[src/rtl/params.svh]
// Global datapath parameters for the tile link arbiter slice.
// DW is the flit width in bits on both the tile side and the link side.
`ifndef TILE_LINK_PARAMS_SVH
`define TILE_LINK_PARAMS_SVH
`define DW 8
`endif

[src/rtl/tile_link_arb_pkg.sv]
// Shared types and the round-robin search helper for the tile link arbiter.
`include "params.svh"

package tile_link_arb_pkg;

    typedef enum logic [0:0] {
        ARB_IDLE   = 1'b0,
        ARB_LOCKED = 1'b1
    } arb_state_e;

    localparam int unsigned MaxReq = 32;
    localparam int unsigned IdxW   = 5;

    // Unused requester bits must be zero: the search then visits ptr+1 .. MaxReq-1, 0 .. ptr,
    // which matches the modulo-NUM_REQ order for any NUM_REQ up to MaxReq.
    function automatic logic [IdxW-1:0] rr_next(input logic [MaxReq-1:0] valid,
                                                input logic [IdxW-1:0]   ptr);
        logic [IdxW-1:0] idx;
        rr_next = '0;
        for (int k = MaxReq; k >= 1; k--) begin
            idx = ptr + IdxW'(k);
            if (valid[idx]) begin
                rr_next = idx;
            end
        end
    endfunction

endpackage

[src/rtl/rr_picker.sv]
// Combinational round-robin search: first valid requester after ptr, one-hot.
module rr_picker
    import tile_link_arb_pkg::*;
#(
    parameter int unsigned NUM_REQ = 2,
    parameter int unsigned PtrW    = (NUM_REQ > 1) ? $clog2(NUM_REQ) : 1
) (
    input  logic [NUM_REQ-1:0] valid_i,
    input  logic [PtrW-1:0]    ptr_i,
    output logic [NUM_REQ-1:0] winner_o,
    output logic               any_valid_o
);

    logic [MaxReq-1:0] valid_ext;
    logic [IdxW-1:0]   win_idx;

    assign any_valid_o = |valid_i;

    always_comb begin
        valid_ext                = '0;
        valid_ext[NUM_REQ-1:0]   = valid_i;
        win_idx                  = rr_next(valid_ext, IdxW'(ptr_i));
        winner_o                 = '0;
        for (int i = 0; i < NUM_REQ; i++) begin
            winner_o[i] = any_valid_o && (win_idx == IdxW'(i));
        end
    end

endmodule

[src/rtl/tile_link_arbiter.sv]
// Packet-locked round-robin arbiter sharing one link among NUM_REQ tile streams.
// Optional stall watchdog enabled by defining TILE_LINK_ARB_WATCHDOG_EN.
`include "params.svh"

module tile_link_arbiter
    import tile_link_arb_pkg::*;
#(
    parameter int unsigned NUM_REQ   = 2,
    parameter int unsigned PKT_LEN   = 16,
    parameter int unsigned WDT_LIMIT = 1024
) (
    input  logic                     clk_i,
    input  logic                     rst_i,
    input  logic [NUM_REQ*`DW-1:0]   req_data_i,
    input  logic [NUM_REQ-1:0]       req_valid_i,
    output logic [NUM_REQ-1:0]       req_ready_o,
    output logic [`DW-1:0]           out_data_o,
    output logic                     out_valid_o,
    input  logic                     out_ready_i,
    output logic [NUM_REQ-1:0]       grant_o,
    output logic                     busy_o,
    output logic                     stall_o
);

    localparam int unsigned PtrW = (NUM_REQ > 1) ? $clog2(NUM_REQ) : 1;
    localparam int unsigned CntW = $clog2(PKT_LEN + 1);

    arb_state_e         state_q, state_d;
    logic [PtrW-1:0]    ptr_q, ptr_d;
    logic [PtrW-1:0]    owner_q, owner_d;
    logic [CntW-1:0]    cnt_q, cnt_d;
    logic [NUM_REQ-1:0] grant_q, grant_d;
    logic [`DW-1:0]     out_data_q;
    logic               out_valid_q;

    logic [NUM_REQ-1:0] pick_onehot;
    logic               pick_any;
    logic [PtrW-1:0]    pick_idx;
    logic               link_free;
    logic               xfer;
    logic [`DW-1:0]     owner_data;

    rr_picker #(
        .NUM_REQ (NUM_REQ),
        .PtrW    (PtrW)
    ) u_picker (
        .valid_i     (req_valid_i),
        .ptr_i       (ptr_q),
        .winner_o    (pick_onehot),
        .any_valid_o (pick_any)
    );

    always_comb begin
        pick_idx = '0;
        for (int i = 0; i < NUM_REQ; i++) begin
            if (pick_onehot[i]) begin
                pick_idx = PtrW'(i);
            end
        end
    end

    // Ready never looks at req_valid_i, only at the output slot and link ready.
    assign link_free   = ~out_valid_q | out_ready_i;
    assign req_ready_o = (state_q == ARB_LOCKED && link_free) ? grant_q : '0;
    assign xfer        = |(req_valid_i & req_ready_o);
    assign owner_data  = req_data_i[owner_q*`DW +: `DW];

    always_comb begin
        state_d = state_q;
        ptr_d   = ptr_q;
        owner_d = owner_q;
        cnt_d   = cnt_q;
        grant_d = grant_q;
        unique case (state_q)
            ARB_IDLE: begin
                if (pick_any) begin
                    grant_d = pick_onehot;
                    owner_d = pick_idx;
                    cnt_d   = '0;
                    state_d = ARB_LOCKED;
                end
            end
            ARB_LOCKED: begin
                if (xfer) begin
                    cnt_d = cnt_q + 1'b1;
                    if (cnt_q == CntW'(PKT_LEN - 1)) begin
                        ptr_d   = owner_q;
                        grant_d = '0;
                        state_d = ARB_IDLE;
                    end
                end
            end
            default: state_d = ARB_IDLE;
        endcase
    end

    always_ff @(posedge clk_i) begin
        if (rst_i) begin
            state_q     <= ARB_IDLE;
            ptr_q       <= PtrW'(NUM_REQ - 1);
            owner_q     <= '0;
            cnt_q       <= '0;
            grant_q     <= '0;
            out_data_q  <= '0;
            out_valid_q <= 1'b0;
        end else begin
            state_q <= state_d;
            ptr_q   <= ptr_d;
            owner_q <= owner_d;
            cnt_q   <= cnt_d;
            grant_q <= grant_d;
            if (xfer) begin
                out_data_q  <= owner_data;
                out_valid_q <= 1'b1;
            end else if (out_ready_i) begin
                out_valid_q <= 1'b0;
            end
        end
    end

    assign out_data_o  = out_data_q;
    assign out_valid_o = out_valid_q;
    assign grant_o     = grant_q;
    assign busy_o      = (state_q == ARB_LOCKED);

`ifdef TILE_LINK_ARB_WATCHDOG_EN
    localparam int unsigned WdtW = $clog2(WDT_LIMIT + 1);

    logic [WdtW-1:0] wdt_q, wdt_d;

    always_comb begin
        wdt_d = wdt_q;
        if (out_valid_q && !out_ready_i) begin
            if (wdt_q != WdtW'(WDT_LIMIT)) begin
                wdt_d = wdt_q + 1'b1;
            end
        end else if (out_valid_q) begin
            wdt_d = '0;
        end
    end

    always_ff @(posedge clk_i) begin
        if (rst_i) begin
            wdt_q <= '0;
        end else begin
            wdt_q <= wdt_d;
            if (wdt_d == WdtW'(WDT_LIMIT) && wdt_q != WdtW'(WDT_LIMIT)) begin
                $display("time %0t: link arbiter stalled, owner %0d", $time, owner_q);
            end
        end
    end

    assign stall_o = (wdt_q == WdtW'(WDT_LIMIT));
`else
    logic unused_wdt_limit;
    assign unused_wdt_limit = ^WDT_LIMIT;
    assign stall_o          = 1'b0;
`endif

endmodule
[config.mk]
export PLATFORM = sky130hd
export DESIGN_NAME = tile_link_arbiter
export DESIGN_NICKNAME = d
export VERILOG_FILES = /design/src/rtl/tile_link_arb_pkg.sv /design/src/rtl/rr_picker.sv /design/src/rtl/tile_link_arbiter.sv
export VERILOG_INCLUDE_DIRS = /design/src /design/src/rtl
export SDC_FILE = /design/constraint.sdc
export NUM_CORES = 1
export LEC_CHECK = 0
export ABC_AREA = 0
export CAP_MARGIN = 40
export CORE_ASPECT_RATIO = 0.6
export CORE_MARGIN = 3
export CORE_UTILIZATION = 30
export CTS_CLUSTER_SIZE = 25
export DETAILED_ROUTE_END_ITERATION = 8
export HOLD_SLACK_MARGIN = 0.08
export PLACE_DENSITY = 0.72
export SKIP_CTS_REPAIR_TIMING = 1
export SKIP_LAST_GASP = 1
export SYNTH_ARGS = -nofsm -noshare
export SYNTH_HDL_FRONTEND = slang
export SYNTH_SLANG_ARGS = --single-unit
[constraint.sdc]
create_clock -name clk_i -period 1.3 [get_ports clk_i]
set_input_delay 0.26 -clock clk_i [delete_from_list [all_inputs] [get_ports clk_i]]
set_output_delay 0.26 -clock clk_i [all_outputs]
set_load 0.03 [all_outputs]
Word-level counts from Yosys, hierarchy flattened
Cells that the tools add are included.
- register bits after elaboration: 19
- bits in read-only memories: 0
- input port bits: 21
- memory bits (writable): 0
- bits in latches: 0
- output and inout port bits: 15
- memories kept: 0
- word-level logic and storage cells: 203
- muxes and demuxes: 111
- bitwise logic cells: 4
- shift-type cells: 1
- multiply operators: 0
- div/mod/pow operators: 0
- equality and inequality tests: 5
- add/subtract/negate cells: 32
- reduce and logical (&&, ||, !) cells: 11
- order comparisons: 32
- operator list (operator ; number):
    $lt 5x6->1 const B ; 31
    $mux 5 ; 33
    $bmux 1 s5 ; 31
    $add 1x4->5 const B ; 8
    $add 1x5->5 const B ; 8
    $mux 1 ; 40
    $add 2x4->5 const B ; 4
    $add 1x3->4 const B ; 4
    $shiftx 16x5->8 ; 1
    $pmux 5 s2 ; 1
    $add 2x3->4 const B ; 2
    $mux 2 ; 4
    $add 1x2->3 const B ; 2
    $lt 1x6->1 const B ; 1
    $ne 2x1->1 const B ; 3
    $reduce_and 3->1 ; 2
    $add 5x1->5 const B ; 1
    $eq 5x1->1 const B ; 1
    $eq 5x4->1 const B ; 1
    $logic_not 5->1 ; 1
    $pmux 2 s2 ; 1
    $reduce_and 2->1 ; 2
    $reduce_or 2->1 ; 2
    $add 2x1->3 const B ; 1
    8 further kinds ; 11

Logic depth before layout (Yosys ltp)
- depth after elaboration: 38
- depth in mapped cells: 6
- mapped depth without buffers: 5

Modules after synthesis
Synthesis repeated with hierarchy kept, for this count alone.
- cell total of the unflattened synthesis: 99
- area total of the unflattened synthesis: 937.1 sq um
- by module, submodules not included (module ; area an instance (sq um) ; times used ; sequential area each (sq um) ; cells each):
    tile_link_arbiter ; 912.1 ; 1 ; 380.4 ; 95
    rr_picker ; 25.0 ; 1 ; 0.0 ; 4

Least setup slack after synthesis
No wires, ideal clock.
- path kind: register -> register
- from: reg grant_q[0], in the netlist grant_o[0]
- to: reg ptr_q
- slack: -0.197 ns
- clock period less this slack: 1.497 ns
- arrival: 1.375 ns
- buffers on the path: 1
- setup time: 0.122 ns
- stages on the path, launching flop included: 6
- required time: 1.178 ns
- cell sequence: dfxtp_1 > a22o_1 > and3_1 > buf_6 > a21boi_1 > a311o_1
- word-level cells in the longest chain between the ends: 4
- RTL lines (what ; RTL line ; RTL):
    start, declared ; tile_link_arbiter.sv:32 ; logic [NUM_REQ-1:0] grant_q, grant_d;
    start signal, assigned ; tile_link_arbiter.sv:111 ; grant_q <= grant_d;
    $mux 2 ; tile_link_arbiter.sv:64 ; assign req_ready_o = (state_q == ARB_LOCKED && link_free) ? grant_q : '0;
    $and 2x2->2 ; tile_link_arbiter.sv:65 ; assign xfer = |(req_valid_i & req_ready_o);
    $reduce_or 2->1 ; tile_link_arbiter.sv:65 ;
    $reduce_and 3->1 (no line) ; - ;
    end signal, assigned ; tile_link_arbiter.sv:100 ; ptr_q <= PtrW'(NUM_REQ - 1);
    end signal, assigned ; tile_link_arbiter.sv:108 ; ptr_q <= ptr_d;
    end, declared ; tile_link_arbiter.sv:29 ; logic [PtrW-1:0] ptr_q, ptr_d;
Every way passes these cells.
A chain may end at the register's enable or synchronous reset.

Final worst setup path
- from: reg grant_q[1], in the netlist grant_o[1]
- to: reg out_data_q[7], in the netlist out_data_o[7]
- word-level cells in the longest chain between the ends: 3
- RTL lines (what ; RTL line ; RTL):
    $mux 2 ; tile_link_arbiter.sv:64 ;
    $and 2x2->2 ; tile_link_arbiter.sv:65 ;
    $reduce_or 2->1 ; tile_link_arbiter.sv:65 ;
    end signal, assigned ; tile_link_arbiter.sv:113 ; out_data_q <= owner_data;
    end, declared ; tile_link_arbiter.sv:33 ; logic [`DW-1:0] out_data_q;
Every way passes these cells.

==> impl_results.md <==
- Starting Density: 33.80%
- # DRC: 0
- Reg clk slew, reported paths: 70 ps
- Most common flop cell mapped by yosys: dfxtp_1
- IO Port Bufs: 34
- CTS Root Cell: clkbuf_8
- CTS tree: built
- Post-Layout Cell Count: 189
- Final setup viols: 3
- Post-synth top cells: dfxtp_1 (19), nor2_1 (11), a211oi_1 (9), mux2i_1 (9)
- Vias per cell: 4.815
- Chip width: 76.94 µm
- Power per cell area: 827.0 mW/mm²
- Static leakage: 0.7784 nW
- Vias in the first global route: 860
- I/O pin cnt: 36
- Cell Area, Synth: 905.9 µm²
- Int Pwr: 0.001001 W
- Post-synth top area share: 41.99%
- Total gr overflow: 0
- Post-Syn Nets: 120
- Fmax: 0.7497 GHz
- RD Place Congestion: 0.6982
- CP max stage delay: 370 ps
- H-tree depth: 1
- Initial antenna violation count: 0
- Synth cell types: 30
- WS Path Type: reg -> reg
- Layout area overhead: 83.56%
- Final Hold Vio Count: 0
- CP Max Fanout: 8
- RSZ-0062 raised after global routing: yes
- R2R cell count: 5
- Status: finished with violations
- TritonRoute pass-1 iters: 4
- R2R Setup Slk: -30 ps
- Flop pwr share: 44.9%
- Post-DP HPWL: 1.835 mm
- Final nets: 173
- HP Class: in -> reg
- Row cnt: 14
- Fin crit period: 1334 ps
- Final Power: 0.001375 W
- Post-Syn Instances: 97
- Slowest stage cell, crit path: dfxtp_4
- Min setup slack post-route: -33.83 ps
- Kind of end point of the critical path: register
- Die Ht: 48.57 µm
- Post-synth ARST share: 0%
- Yosys top cell by area: dfxtp_1
- Startpoint types: register
- Final Hold Slack: 448.6 ps
- Pin count of the biggest net entering global routing: 19
- Filler instances: 212
- Max VDD drop: 0.3146 mV
- Logic pwr share: 24.8%
- CTS Sinks: 19
- Clk pwr share: 30.3%
- Skew-Pair Late Insertion Delay: 260 ps
- Pins Over Slew Limit: 0
- Share of cells above drive strength 1: 38.26%
- Crit-path cells: a22o_4, and3_4, clkbuf_16, nor2_1, a211oi_1
- Inserted Diodes: 0
- Hold path endpoint: out_valid_o$_SDFFE_PP0P_
- Core area: 0.002680 mm²
- Crit path DAT: 1500 ps
- Crit Reg-Reg Endpoint: out_data_o[7]$_SDFFE_PP0P_
- Most common cell in the synthesized netlist: dfxtp_1
- Die area: 0.003737 mm²
- Seq cells post-synth: 19
- Ratio of final minimum period to clock period: 102.6%
- Hold path depth: 4
- Detailed Route WL: 2.713 mm
- CTS max path bufs: 2
- Max cap viols: 0
- P_sw: 0.0003741 W
- Clock skew: 6.019 ps
- Fin util: 62.04%
- Number of synthesized flops with an enable pin: 0
- Global-route wire length before repair: 3.926 mm
- Crit-path leading delay family: flip-flops
- Hold_sp: out_ready_i
- Initial DRC count: 19
- Number of synthesis warnings: 0
- All-Layer GR Usage: 13.23%
- Critical path required time: 1470 ps
- Switching Fraction: 27.21%
- CTS buffer count: 3
- Failing checks: setup timing
- Mapped Avg Cell Area: 9.339 µm²
- Register area share after synthesis: 41.99%
- Worst r2r src: grant_o[1]$_SDFFE_PP0P_
- Synth top area cells: dfxtp_1 (42%), mux2i_1 (9.9%), a211oi_1 (7.5%)
- Post-route ant nets: 0
- Average routed wire per standard cell: 14.35 µm
- Total number of vias: 910
- Placed cells: 178
- Buf/Inv on CP: 1
## power groups by stage
stage | combinational (W) | sequential (W) | clock (W)
5_1_grt | 0.000364 | 0.000621 | 0.000457
3_5_place_dp | 0.000285 | 0.000631 | 0
4_1_cts | 0.000286 | 0.000617 | 0.000437
2_1_floorplan | 0.000106 | 0.000667 | 0
6_report | 0.000341 | 0.000618 | 0.000416
3_3_place_gp | 0.000277 | 0.000629 | 0
## metal layers
layer	vias to the layer above	global-route usage, %	share of wire (%)	wire, µm
met5	-	0	0	0
met4	0	5.422	1.3	34
met3	4	4.444	3.7	101
met2	22	22.40	50	1370
met1	428	15.39	45	1208
li1	456	-	-	-
## area by class of cell
type / instances / area (µm²) / area share, %
multi-input combinational: 68 / 578.1 / 34.76
clock buffer: 3 / 41.29 / 2.483
inverter: 2 / 7.507 / 0.4515
clock inverter: 1 / 5.005 / 0.3010
sequential: 19 / 395.4 / 23.78
tap: 40 / 50.05 / 3.010
timing repair buffer: 56 / 585.6 / 35.21
## worst max-delay path by stage
stage / from / to / slack, ps / cells after the start
after floorplan: grant_o[0]$_SDFFE_PP0P_ / ptr_q$_SDFFE_PP1P_ / -50 / 4
after global placement: req_valid_i[0] / ptr_q$_SDFFE_PP1P_ / -460 / 5
after detailed placement: req_valid_i[1] / out_data_o[5]$_SDFFE_PP0P_ / -540 / 6
after CTS: out_data_o[3]$_SDFFE_PP0P_ / out_data_o[3] / -260 / 1
after global routing: grant_o[1]$_SDFFE_PP0P_ / out_data_o[7]$_SDFFE_PP0P_ / -120 / 5
final: grant_o[1]$_SDFFE_PP0P_ / out_data_o[7]$_SDFFE_PP0P_ / -30 / 5
## worst min-delay path, delay by kind of cell
family / cells / cell delay [ps]
and+or+nand+nor: 1 / 140
AOI/OAI and AO/OA: 1 / 60
buffers and inverters: 2 / 210
## flip-flops by register name, summed over array words and instances (netlist names)
| register | count |
|---|---|
| out_valid_o | 1 |
| owner_q | 1 |
| busy_o | 1 |
| cnt_q | 5 |
| ptr_q | 1 |
| grant_o | 2 |
| out_data_o | 8 |
## through the flow
step | instance area (µm²) | setup slack, ps | TNS, ps
after floorplan | 923.4 | -47.64 | -211.2
after global placement | 1373 | -455.2 | -7406
after detailed placement | 1373 | -540.3 | -8170
after CTS | 1419 | -263.8 | -5633
after global routing | 1663 | -124.1 | -758.0
final | 1663 | -33.83 | -38.65
## layout by cell type, fill, tap and decap left out, drive strengths merged
cell type	count
o21ba	1
nand2b	3
nor3	1
nor2	11
nand3b	2
a22o	2
clkinv	1
mux2	1
ha	2
o21bai	1
a211oi	10
nand3	4
and3	4
o21ai	1
inv	2
dlymetal6s2s	12
clkdlybuf4s50	17
nand2	4
a32o	1
a21oi	3
or3	1
conb	1
dfxtp	19
buf	25
a21boi	2
a31oi	3
a311o	1
clkbuf	5
mux2i	9
## cell families after synthesis
| family | after synthesis | share of synthesized area (%) |
|---|---|---|
| other | 1 | 0.4140 |
| and+or+nand+nor | 30 | 16.16 |
| AOI/OAI and AO/OA | 25 | 20.86 |
| adders and majority gates | 2 | 2.762 |
| DFF | 19 | 41.99 |
| buffers and inverters | 10 | 6.629 |
| muxes | 10 | 11.19 |
(Power assumes the default switching activity.)
==> RTL change 1 (same flow settings) <==
`DW`: 8 -> 16.
--- a/src/rtl/params.svh
+++ b/src/rtl/params.svh
@@ -4,3 +4,3 @@
 `define TILE_LINK_PARAMS_SVH
-`define DW 8
+`define DW 16
 `endif
Interface: changed (resized out_data_o and req_data_i); port bits go from 36 to 60. No check against the original RTL was run, so the function may have changed too.
==> RTL change 1 against the unedited design <==
  * The flow still finishes with violations (setup timing)
  * Final cell count grew 40%
  * Sequential cell count up 8
  * Cell area up 42%
  * Non-clock buffer count grew 27
  * Clock skew is 0.0012 ns lower
  * Area after synthesis rose by 45%
  * Power rose by 35%
  * Worst setup slack worse by 0.088 ns
  * Routed wire length is 50% higher
  * Critical path type is now reg -> out
==> RTL change 1: results (changes against the unedited design) <==
| Metric | Value |
|---|---|
| Skew final | 0.00480 ns (-0.00121 ns) |
| Design area | 0.00236 mm2 (+42%) |
| Clock sinks | 27 (+8) |
| Crit Path Max Fanout | 4 (-4) |
| M1 GR Usage | 15.8% (+0.41 points) |
| Fraction of layout cells with a size suffix above 1 | 34.1% (-4.1 points) |
| Cell Count Post-Placement | 251 (+41%) |
| DRT iter0 DRCs | 51 (+32) |
| Placed inst area | 0.00201 mm2 (+47%) |
| Total GRT Usage | 12.7% (-0.53 points) |
| Average instance area after synthesis | 9.89 um2 (+5.9%) |
| Vias in the first global route | 1216 (+41%) |
| LEAKAGE | 1.13 nW (+45%) |
| Seq/Total Area, Yosys | 41.1% (-0.89 points) |
| Violated checks | setup timing |
| Clock-pin slew on the worst setup and hold paths | 0.09 ns (+0.02 ns) |
| Worst reg2reg setup slack | -0.11 ns (-0.08 ns) |
| Post-Route WL | 4.06 mm (+50%) |
| Max VDD drop | 0.000329 V (+4.7%) |
| Status | finished, violations left |
| Slowest-stage cell, CP | dfxtp_2 |
| Reg2reg end | ptr_q$_SDFFE_PP1P_ |
| Max reg flops | 16 (+8) |
| R2r worst-path depth | 4 (-1) |
| Hold WS | 0.446 ns (-0.00254 ns) |
| Post-synthesis mux area share | 13.8% (+2.6 points) |
| Top post-synthesis cells by area | dfxtp_1 41%, mux2i_1 13%, a211oi_2 10%, nor2_1 5.4%, a211oi_1 4.0% |
| Hold-critical path depth | 3 (-1) |
| Non-Clock Buffer Count | 83 (+48%) |
| Area of the multi-input gates | 802 um2 (+39%) |
| Total core area | 0.00394 mm2 (+47%) |
| Worst EP arrival | 1.16 ns (-0.34 ns) |
| Total number of vias | 1288 (+42%) |
| Net count after synthesis | 172 (+43%) |
| Final setup violation count | 14 (+11) |
| #MultiIn Comb | 92 (+35%) |
| Via density per instance | 4.86 (+0.95%) |
| Setup ws final | -0.122 ns (-0.0884 ns) |
| Synth Area in Adders | 1.90% (-0.86 points) |
==> RTL change 1: power breakdown <==
part / total, W / switching, W / internal [W]
clock: 0.000467 / 0.000252 / 0.000215
combinational: 0.000506 / 0.000233 / 0.000273
sequential: 0.000889 / 0.0000286 / 0.000860
total: 0.00186 / 0.000514 / 0.00135
==> RTL change 1: worst max path at each step <==
stage                             startpoint                          to  depth (start not counted)
finish              out_valid_o$_SDFFE_PP0P_              req_ready_o[0]                          4
CTS                  grant_o[1]$_SDFFE_PP0P_                  grant_o[1]                          1
global route        out_valid_o$_SDFFE_PP0P_              req_ready_o[0]                          4
global placement              req_valid_i[1]          ptr_q$_SDFFE_PP1P_                          5
detailed placement            req_valid_i[1]  out_data_o[5]$_SDFFE_PP0P_                          6
floorplan            grant_o[1]$_SDFFE_PP0P_          ptr_q$_SDFFE_PP1P_                          5
==> RTL change 1: tightest hold or removal path, cell delays in order <==
cell and delay (ns):
dlymetal6s2s_1 0.12, buf_4 0.16, a32o_1 0.15
==> RTL change 2 (config.mk and constraints unchanged) <==
Made on the original files. Compare `cnt_q` against `CntW'(PKT_LEN - 1)` with >= in place of ==.
--- a/src/rtl/tile_link_arbiter.sv
+++ b/src/rtl/tile_link_arbiter.sv
@@ -85,3 +85,3 @@
                     cnt_d = cnt_q + 1'b1;
-                    if (cnt_q == CntW'(PKT_LEN - 1)) begin
+                    if (cnt_q >= CntW'(PKT_LEN - 1)) begin
                         ptr_d   = owner_q;
Formal check against the unedited RTL: same outputs for any inputs over 10 cycles, from zero or initial values and one cycle with rst_i high; that may be too few to reach the edited logic, so the function may still have changed.
==> RTL change 2 against the unedited design <==
  * Via count increased by 1.3%
  * Cell area fell by 1.3%
  * Worst setup slack worse by 0.046 ns
  * Area after synthesis grew 2.2%
  * Power shrank 1.8%
  * The flow still finishes with violations (setup timing)
  * Largest power group unchanged
  * Sequential power increased by 1%
  * Routed wire length grew 1.8%
  * Sequential cell count unchanged
==> RTL change 2: results (changes against the unedited design) <==
| Metric | Value |
|---|---|
| Largest net degree at the start of global routing | 21 (+2) |
| Final setup violation count | 5 (+2) |
| Setup ws final | -0.0799 ns (-0.0461 ns) |
| Die ar. | 0.00381 mm2 (+2.0%) |
| First-pass GRT wire length | 3.71 mm (-5.6%) |
| Fraction of layout cells with a size suffix above 1 | 36.4% (-1.8 points) |
| Violated checks | setup timing |
| Sequential cell area share | 23.6% (-0.15 points) |
| Worst reg2reg setup slack | -0.08 ns (-0.05 ns) |
| Skew final | 0.00429 ns (-0.00173 ns) |
| Vias in the first global route | 807 (-6.2%) |
| Fillers | 216 (+1.9%) |
| Post-synthesis mux area share | 10.9% (-0.24 points) |
| FF+latch count | 19 (unchanged) |
| Seq/Total Area, Yosys | 41.1% (-0.91 points) |
| Synth Area in Adders | 2.70% (-0.060 points) |
| R2r worst-path depth | 6 (+1) |
| Status | finished, violations left |
| Max VDD drop | 0.000446 V (+42%) |
| Crit Path Max Fanout | 4 (-4) |
| Non-clock buffering overhead | 35.3% (+0.075 points) |
| Complex-gate fraction of the synthesized area | 17.8% (-3.0 points) |
| Commonest cells in the netlist | 19 x dfxtp_1, 13 x nor2_1, 9 x mux2i_1 |
| Total number of vias | 922 (+1.3%) |
| Dpl ws | -0.365 ns (+0.175 ns) |
| Via density per instance | 4.83 (+0.26%) |
| Cell Pwr Density | 822 mW/mm2 (-0.56%) |
| LEAKAGE | 0.786 nW (+0.91%) |
| Slowest-stage cell, CP | dfxtp_2 |
| M2 GR Usage | 18.9% (-3.5 points) |
## RTL change 2: cell count changes in the layout (fill, tap and decap cells not counted), sizes merged, moves of 2 or more
cell	unedited run	this run
nand2b	3	1
a211oi	10	8
a21boi	2	0
o31ai	0	2
nand3	4	6
nor2	11	13
## RTL change 2: per-layer routing
metal	share of wire (%)	vias up	wire, um
met5	0	-	0
met4	2.0	0	56
met3	4.8	7	133
met2	50	24	1370
met1	44	427	1200
li1	-	464	-
## RTL change 2: power by group through the flow
| stage | logic, W | clock network, W | registers (W) |
|---|---|---|---|
| floorplan | 0.000101 | 0 | 0.000672 |
| global placement | 0.000279 | 0 | 0.000637 |
| detailed placement | 0.000284 | 0 | 0.000638 |
| CTS | 0.000285 | 0.000423 | 0.000625 |
| global route | 0.000332 | 0.000449 | 0.000629 |
| finish | 0.000311 | 0.000413 | 0.000626 |
